$ cat src/rtl/rv_loader_pkg.sv
// Shared definitions for the byte-stream code loader.
// Provides the loader FSM state encoding, the default frame start byte and
// the byte offsets of the fixed frame header fields.
package rv_loader_pkg;

  typedef enum logic [2:0] {
    IDLE   = 3'd0,
    CNT_LO = 3'd1,
    CNT_HI = 3'd2,
    DATA   = 3'd3,
    CSUM   = 3'd4,
    DONE   = 3'd5,
    ERR    = 3'd6
  } state_t;

  localparam logic [7:0] MAGIC_DEFAULT = 8'hA5;

  // Byte offsets inside a frame
  localparam int unsigned OFF_MAGIC  = 0;
  localparam int unsigned OFF_CNT_LO = 1;
  localparam int unsigned OFF_CNT_HI = 2;
  localparam int unsigned OFF_DATA   = 3;

  localparam int unsigned CNT_W = 16;

endpackage

$ cat src/rtl/rv_word_pack.sv
// Little-endian byte-to-word assembler.
// Ports:
//   clk, rst_n   clock, async active-low reset
//   clr          drop any partial word and restart at byte 0
//   shift        accept byte_in into the word
//   byte_in      incoming byte
//   word_next_c  assembled word including byte_in (valid with done_c)
//   done_c       byte_in completes a word (4th byte)
module rv_word_pack (
  input  logic        clk,
  input  logic        rst_n,
  input  logic        clr,
  input  logic        shift,
  input  logic [7:0]  byte_in,
  output logic [31:0] word_next_c,
  output logic        done_c
);

  logic [1:0]  idx;
  logic [23:0] acc;

  // Only the first three bytes need storing; the fourth arrives with done_c.
  assign word_next_c = {byte_in, acc};
  assign done_c      = shift && (idx == 2'd3);

  always_ff @(posedge clk or negedge rst_n) begin
    if (!rst_n) begin
      idx <= 2'd0;
      acc <= 24'd0;
    end else if (clr) begin
      idx <= 2'd0;
      acc <= 24'd0;
    end else if (shift) begin
      idx <= idx + 2'd1;
      acc <= {byte_in, acc[23:8]};
    end
  end

endmodule

$ cat src/rtl/rv_code_loader.sv
// Framed byte-stream loader writing instruction memory one word per cycle.
// Frame: MAGIC, CNT_LO, CNT_HI, 4*CNT data bytes (LSB first), [CSUM].
// Optional feature macro LOADER_CSUM_EN: when defined a trailing XOR
// checksum byte is expected and checked; when undefined there is none.
// Ports:
//   clk, rst_n   clock, async active-low reset
//   byte_valid   byte_data valid
//   byte_data    stream byte
//   byte_ready   loader accepts a byte (low during the write cycle)
//   imem_we      code memory write strobe
//   imem_addr    word address of the write
//   imem_wdata   write data
//   cpu_hold     hold request to the core
//   load_done    last frame accepted
//   load_err     last frame rejected
module rv_code_loader
  import rv_loader_pkg::*;
#(
  parameter int unsigned ADDR_WIDTH    = 10,
  parameter int unsigned MEM_WORDS     = 1024,
  parameter logic [7:0]  MAGIC         = MAGIC_DEFAULT,
  parameter bit          HOLD_AT_RESET = 1'b1
) (
  input  logic                  clk,
  input  logic                  rst_n,
  input  logic                  byte_valid,
  input  logic [7:0]            byte_data,
  output logic                  byte_ready,
  output logic                  imem_we,
  output logic [ADDR_WIDTH-1:0] imem_addr,
  output logic [31:0]           imem_wdata,
  output logic                  cpu_hold,
  output logic                  load_done,
  output logic                  load_err
);

  // One extra bit so a count of exactly MEM_WORDS does not wrap the index
  localparam int unsigned IDX_W = ADDR_WIDTH + 1;

  state_t             state;
  logic [CNT_W-1:0]   cnt;
  logic [IDX_W-1:0]   word_idx;

  logic               accept_c;
  logic               start_c;
  logic               pack_shift_c;
  logic [CNT_W-1:0]   cnt_full_c;
  logic               last_word_c;
  logic [31:0]        word_next_c;
  logic               word_done_c;

  assign accept_c     = byte_valid && byte_ready;
  assign start_c      = accept_c && (byte_data == MAGIC) &&
                        (state == IDLE || state == DONE || state == ERR);
  assign pack_shift_c = accept_c && (state == DATA);
  assign cnt_full_c   = {byte_data, cnt[7:0]};
  assign last_word_c  = (32'(word_idx) + 32'd1) == 32'(cnt);

  rv_word_pack u_pack (
    .clk         (clk),
    .rst_n       (rst_n),
    .clr         (start_c),
    .shift       (pack_shift_c),
    .byte_in     (byte_data),
    .word_next_c (word_next_c),
    .done_c      (word_done_c)
  );

`ifdef LOADER_CSUM_EN
  logic [7:0] csum;

  // Running XOR over the count bytes and all data bytes
  always_ff @(posedge clk or negedge rst_n) begin
    if (!rst_n) begin
      csum <= 8'd0;
    end else if (start_c) begin
      csum <= 8'd0;
    end else if (accept_c && (state == CNT_LO || state == CNT_HI || state == DATA)) begin
      csum <= csum ^ byte_data;
    end
  end
`endif

  // Frame FSM with registered outputs; advances only on accepted bytes
  always_ff @(posedge clk or negedge rst_n) begin
    if (!rst_n) begin
      state      <= IDLE;
      cnt        <= '0;
      word_idx   <= '0;
      byte_ready <= 1'b1;
      imem_we    <= 1'b0;
      imem_addr  <= '0;
      imem_wdata <= 32'd0;
      cpu_hold   <= HOLD_AT_RESET;
      load_done  <= 1'b0;
      load_err   <= 1'b0;
    end else begin
      imem_we    <= 1'b0;
      byte_ready <= 1'b1;
      if (accept_c) begin
        case (state)
          IDLE, DONE, ERR: begin
            if (byte_data == MAGIC) begin
              state     <= CNT_LO;
              cpu_hold  <= 1'b1;
              load_done <= 1'b0;
              load_err  <= 1'b0;
              word_idx  <= '0;
              cnt       <= '0;
            end
          end
          CNT_LO: begin
            cnt[7:0] <= byte_data;
            state    <= CNT_HI;
          end
          CNT_HI: begin
            cnt <= cnt_full_c;
            if (32'(cnt_full_c) > MEM_WORDS) begin
              state    <= ERR;
              load_err <= 1'b1;
            end else if (cnt_full_c == '0) begin
`ifdef LOADER_CSUM_EN
              state <= CSUM;
`else
              state     <= DONE;
              load_done <= 1'b1;
              cpu_hold  <= 1'b0;
`endif
            end else begin
              state <= DATA;
            end
          end
          DATA: begin
            if (word_done_c) begin
              imem_we    <= 1'b1;
              byte_ready <= 1'b0;
              imem_addr  <= word_idx[ADDR_WIDTH-1:0];
              imem_wdata <= word_next_c;
              word_idx   <= word_idx + IDX_W'(1);
              if (last_word_c) begin
`ifdef LOADER_CSUM_EN
                state <= CSUM;
`else
                state     <= DONE;
                load_done <= 1'b1;
                cpu_hold  <= 1'b0;
`endif
              end
            end
          end
`ifdef LOADER_CSUM_EN
          CSUM: begin
            if (byte_data == csum) begin
              state     <= DONE;
              load_done <= 1'b1;
              cpu_hold  <= 1'b0;
            end else begin
              state    <= ERR;
              load_err <= 1'b1;
            end
          end
`endif
          default: state <= IDLE;
        endcase
      end
    end
  end

endmodule

$ cat config.mk
export PLATFORM = sky130hd
export DESIGN_NAME = rv_code_loader
export DESIGN_NICKNAME = d
export VERILOG_FILES = /design/src/rtl/rv_loader_pkg.sv /design/src/rtl/rv_word_pack.sv /design/src/rtl/rv_code_loader.sv
export SDC_FILE = /design/constraint.sdc
export NUM_CORES = 1
export LEC_CHECK = 0
export ABC_AREA = 1
export CAP_MARGIN = 10
export CELL_PAD_IN_SITES_DETAIL_PLACEMENT = 0
export CELL_PAD_IN_SITES_GLOBAL_PLACEMENT = 1
export CORE_ASPECT_RATIO = 1.5
export CORE_MARGIN = 3
export CORE_UTILIZATION = 38
export DETAILED_ROUTE_END_ITERATION = 6
export GPL_ROUTABILITY_DRIVEN = 1
export HOLD_SLACK_MARGIN = 0.02
export PLACE_DENSITY_LB_ADDON = 0.1
export RECOVER_POWER = 100
export SLEW_MARGIN = 20
export SYNTH_ARGS = -nofsm -noshare
export SYNTH_HDL_FRONTEND = slang
export SYNTH_SLANG_ARGS = --single-unit
export TNS_END_PERCENT = 20
$ cat constraint.sdc
create_clock -name clk -period 2.15 [get_ports clk]
set_input_delay 0.215 -clock clk [delete_from_list [all_inputs] [get_ports clk]]
set_output_delay 0.215 -clock clk [all_outputs]
set_load 0.01 [all_outputs]
==> out/summary.txt <==
CP startpoint = word_idx[0]
Mux cell area share after synthesis = 0%
Peak Freq = 0.522 GHz
First-pass iteration count of the detailed router = 4
Top cell type's share of synthesized area = 55.3%
Vias in the first global route = 3551
IO buf count = 57
Initial core utilization = 39.3%
FFs w/ async S/R, synth = 100%
Final hold vios = 0
CTS tree = yes
CP peak stage delay = 0.39 ns
DR vias = 3610
Fin crit share = 89.0%
Synth Area in Simple Gates = 19.7%
Finished Cell Area = 5670 um2
Final ANT Viol Nets = 0
Avg WL per Cell = 15.0 um
Critical Path Start Type = flip-flop
Synthesized area = 4570 um2
Final setup vio count = 0
Leakage = 2.85 nW
Complex-gate fraction of the synthesized area = 14.3%
Slew @ Worst Pin = 1.22 ns
HPWL Detailed = 8180 um
Worst reg2reg setup slack = 0.24 ns
Placed Instances = 722
Req. time, crit path = 2.39 ns
Netlist cell types = 30
Final Hold Slack = 0.477 ns
Clk buf depth = 2
Drt drc = 0
Area growth syn-to-layout = 24.0%
Htree depth = 3
Worst Path Arrival = 2.15 ns
Synth area leaders = dfrtp_1 (55%), nand2_1 (10%), inv_1 (5.9%)
PwrDens = 1250 nW/um2
First-pass GRT wire length = 18100 um
Skew final = 0.0125 ns
Crit path capture = state[0]
Tmin final = 1.91 ns
Max-cap violations = 0
Row count = 48
Synth cell count leaders = nand2_1 (125), dfrtp_1 (101), inv_1 (72), o21ai_1 (48), o22ai_1 (33)
CP max stage cell = dfrtp_1
I/O Pins = 58
Hold Crit Class = flip-flop to flip-flop
CP max FO = 6
Most common cell in the synthesized netlist = nand2_1
R2R Path End = state[0]
Fill cell count = 1179
Synth Area in Adders = 0.547%
Seq cells post-synth = 103
Largest family of logic cells by synthesized area = simple AND/OR/NAND/NOR gates
Die area = 13400 um2
Synth warnings = 0
ANT cells = 0
Multi-input logic area = 1550 um2
Most used DFF post-synth = dfrtp_1
Final Max Tran Viols = 0
Largest net degree at the start of global routing = 48
Worst Reg-to-Reg Cells = 15
Setup TNS Final = 0 ns
Worst path cell trace = buf_4 -> inv_2 -> nor2_2 -> nand2_1 -> nand2_1 -> nand3_1 -> nand2_1 -> nor2_1 -> nand2_1 -> nor2_1 -> nand2_1 -> nand2_2 -> nand2_2 -> nand2_1 -> o21ai_1
Cell mode on critical path = nand2_1
Crit path kind = flip-flop to flip-flop
Post-Syn Area per Cell = 8.92 um2
Die Span Y = 140 um
Finished Core Util = 48.7%
Crit end category = flip-flop
GRT Total Usage = 17.6%
GRT overflow = 0
Die Wd = 95.6 um
Starting DRC count in detailed routing = 189
Post-synth EDFFs = 0
Layout cell share with drive strength beyond 1 = 9.49%
Synth Area in XOR/XNOR = 0.191%
Register area = 2580 um2
Num CTS Buffers = 9
Clock latency on the worst-skew pair = 0.35 ns
Max-slew headroom = 18.4%
Post-Layout Cell Count = 740
Drt via density = 4.88
Initial antenna violation count = 0
IR drop worst, VDD = 476 uV
Reg clk slew, reported paths = 0.07 ns
Area leader, netlist = dfrtp_1
RSZ-0062 raised after global routing = no
Syn Nets = 526
Post-synthesis sequential area ratio = 56.4%
RR Startpoint = word_idx[0]
DP Area = 5420 um2
CTS sink count = 103
Mapped Cells = 513
Routability Congestion = 0.816
Status = complete, no violations
Root Buffer = clkbuf_16
Final WL = 11100 um
Fin nets = 598
Core area = 11700 um2
==> layout make-up <==
| class | instances | area share [%] |
|---|---|---|
| clock inverters | 5 | 1.12 |
| well taps | 150 | 3.31 |
| repair buffers | 76 | 13.1 |
| inverters | 82 | 5.42 |
| flip-flops and latches | 103 | 45.5 |
| clock buffers | 11 | 4.28 |
| multi-input cells | 313 | 27.3 |
==> registers in the layout, indices dropped and copies added, names as in the netlist <==
| signal | flops |
|---|---|
| byte_ready | 1 |
| cnt | 16 |
| cpu_hold | 1 |
| imem_addr | 10 |
| imem_wdata | 32 |
| imem_we | 1 |
| load_done | 1 |
| load_err | 1 |
| state | 3 |
| u_pack.acc | 24 |
| u_pack.idx | 2 |
| word_idx | 11 |
==> worst min path at each step <==
stage / slack (ns) / depth (start not counted) / endpoint / start
finish: 0.48 / 2 / imem_wdata[10] / imem_wdata[10]
global route: 0.49 / 2 / imem_wdata[10] / imem_wdata[10]
CTS: 0.45 / 2 / imem_wdata[29] / rst_n
global placement: 0.27 / 1 / imem_wdata[22] / rst_n
floorplan: -0.08 / 0 / cnt[0] / rst_n
detailed placement: 0.28 / 1 / imem_wdata[6] / rst_n
==> stage by stage <==
| stage | power (mW) | setup WS, ns |
|---|---|---|
| 5_1_grt | 7.66 | 0.00579 |
| 3_3_place_gp | 5.53 | 0.130 |
| 2_1_floorplan | 4.65 | 0.405 |
| 3_5_place_dp | 5.60 | 0.0704 |
| 6_report | 7.07 | 0.236 |
| 4_1_cts | 7.30 | 0.108 |
==> layout by cell type (no fill, tap or decap), types with 2 or more instances in the layout <==
| cell | n |
|---|---|
| nor2_4 | 4 |
| nor3_2 | 2 |
| dfrtp_1 | 101 |
| clkbuf_1 | 2 |
| nand4_1 | 5 |
| nor2_1 | 21 |
| inv_2 | 6 |
| nor2_8 | 2 |
| o21ai_0 | 26 |
| ha_1 | 2 |
| dlygate4sd3_1 | 48 |
| nor2_2 | 3 |
| o21a_1 | 2 |
| clkdlybuf4s50_1 | 9 |
| a21oi_1 | 6 |
| nand2_1 | 124 |
| dfstp_2 | 2 |
| nor4_1 | 2 |
| nor3_1 | 2 |
| nand2_2 | 4 |
| o21ai_1 | 33 |
| inv_1 | 75 |
| buf_12 | 3 |
| inv_6 | 2 |
| clkbuf_16 | 9 |
| buf_4 | 12 |
| a31oi_1 | 2 |
| nand3_1 | 30 |
| o22ai_1 | 40 |
==> where the power goes <==
group | internal [mW] | switching, mW | total, mW | leakage (nW)
logic | 0.925 | 1.50 | 2.42 | 1.37
registers | 2.61 | 0.358 | 2.97 | 1.33
clock network | 0.946 | 0.726 | 1.67 | 0.147
==> critical path, delay by kind of cell, from the launching register on <==
family                 cells  cell delay, ns
and+or+nand+nor           12            1.11
AOI/OAI and AO/OA          1            0.06
buffers and inverters      2            0.27
DFF                        1            0.39
==> cell families (layout without fill, tap and decap cells) <==
| logic type | after synthesis | in the layout |
|---|---|---|
| and+or+nand+nor | 199 | 200 |
| AOI/OAI and AO/OA | 110 | 110 |
| DFF | 103 | 103 |
| buffers and inverters | 98 | 174 |
| adders and majority gates | 2 | 2 |
| xor gates and xnor gates | 1 | 1 |
==> routing by layer <==
| layer | routed length [um] | GRT usage (%) | vias up |
|---|---|---|---|
| li1 | - | - | 1818 |
| met1 | 4810 | 22.2 | 1722 |
| met2 | 5760 | 30.2 | 58 |
| met3 | 315 | 2.47 | 12 |
| met4 | 192 | 6.30 | 0 |
| met5 | 0 | 0 | - |
==> repair_timing <==
item	4_1_cts	5_1_grt
endpoints found under the hold margin	43	0
hold buffers	1	0
endpoints found under the setup margin	0	5
resized for setup	0	1
setup buffers	0	0
No activity file was read; power rests on OpenSTA's default activity.
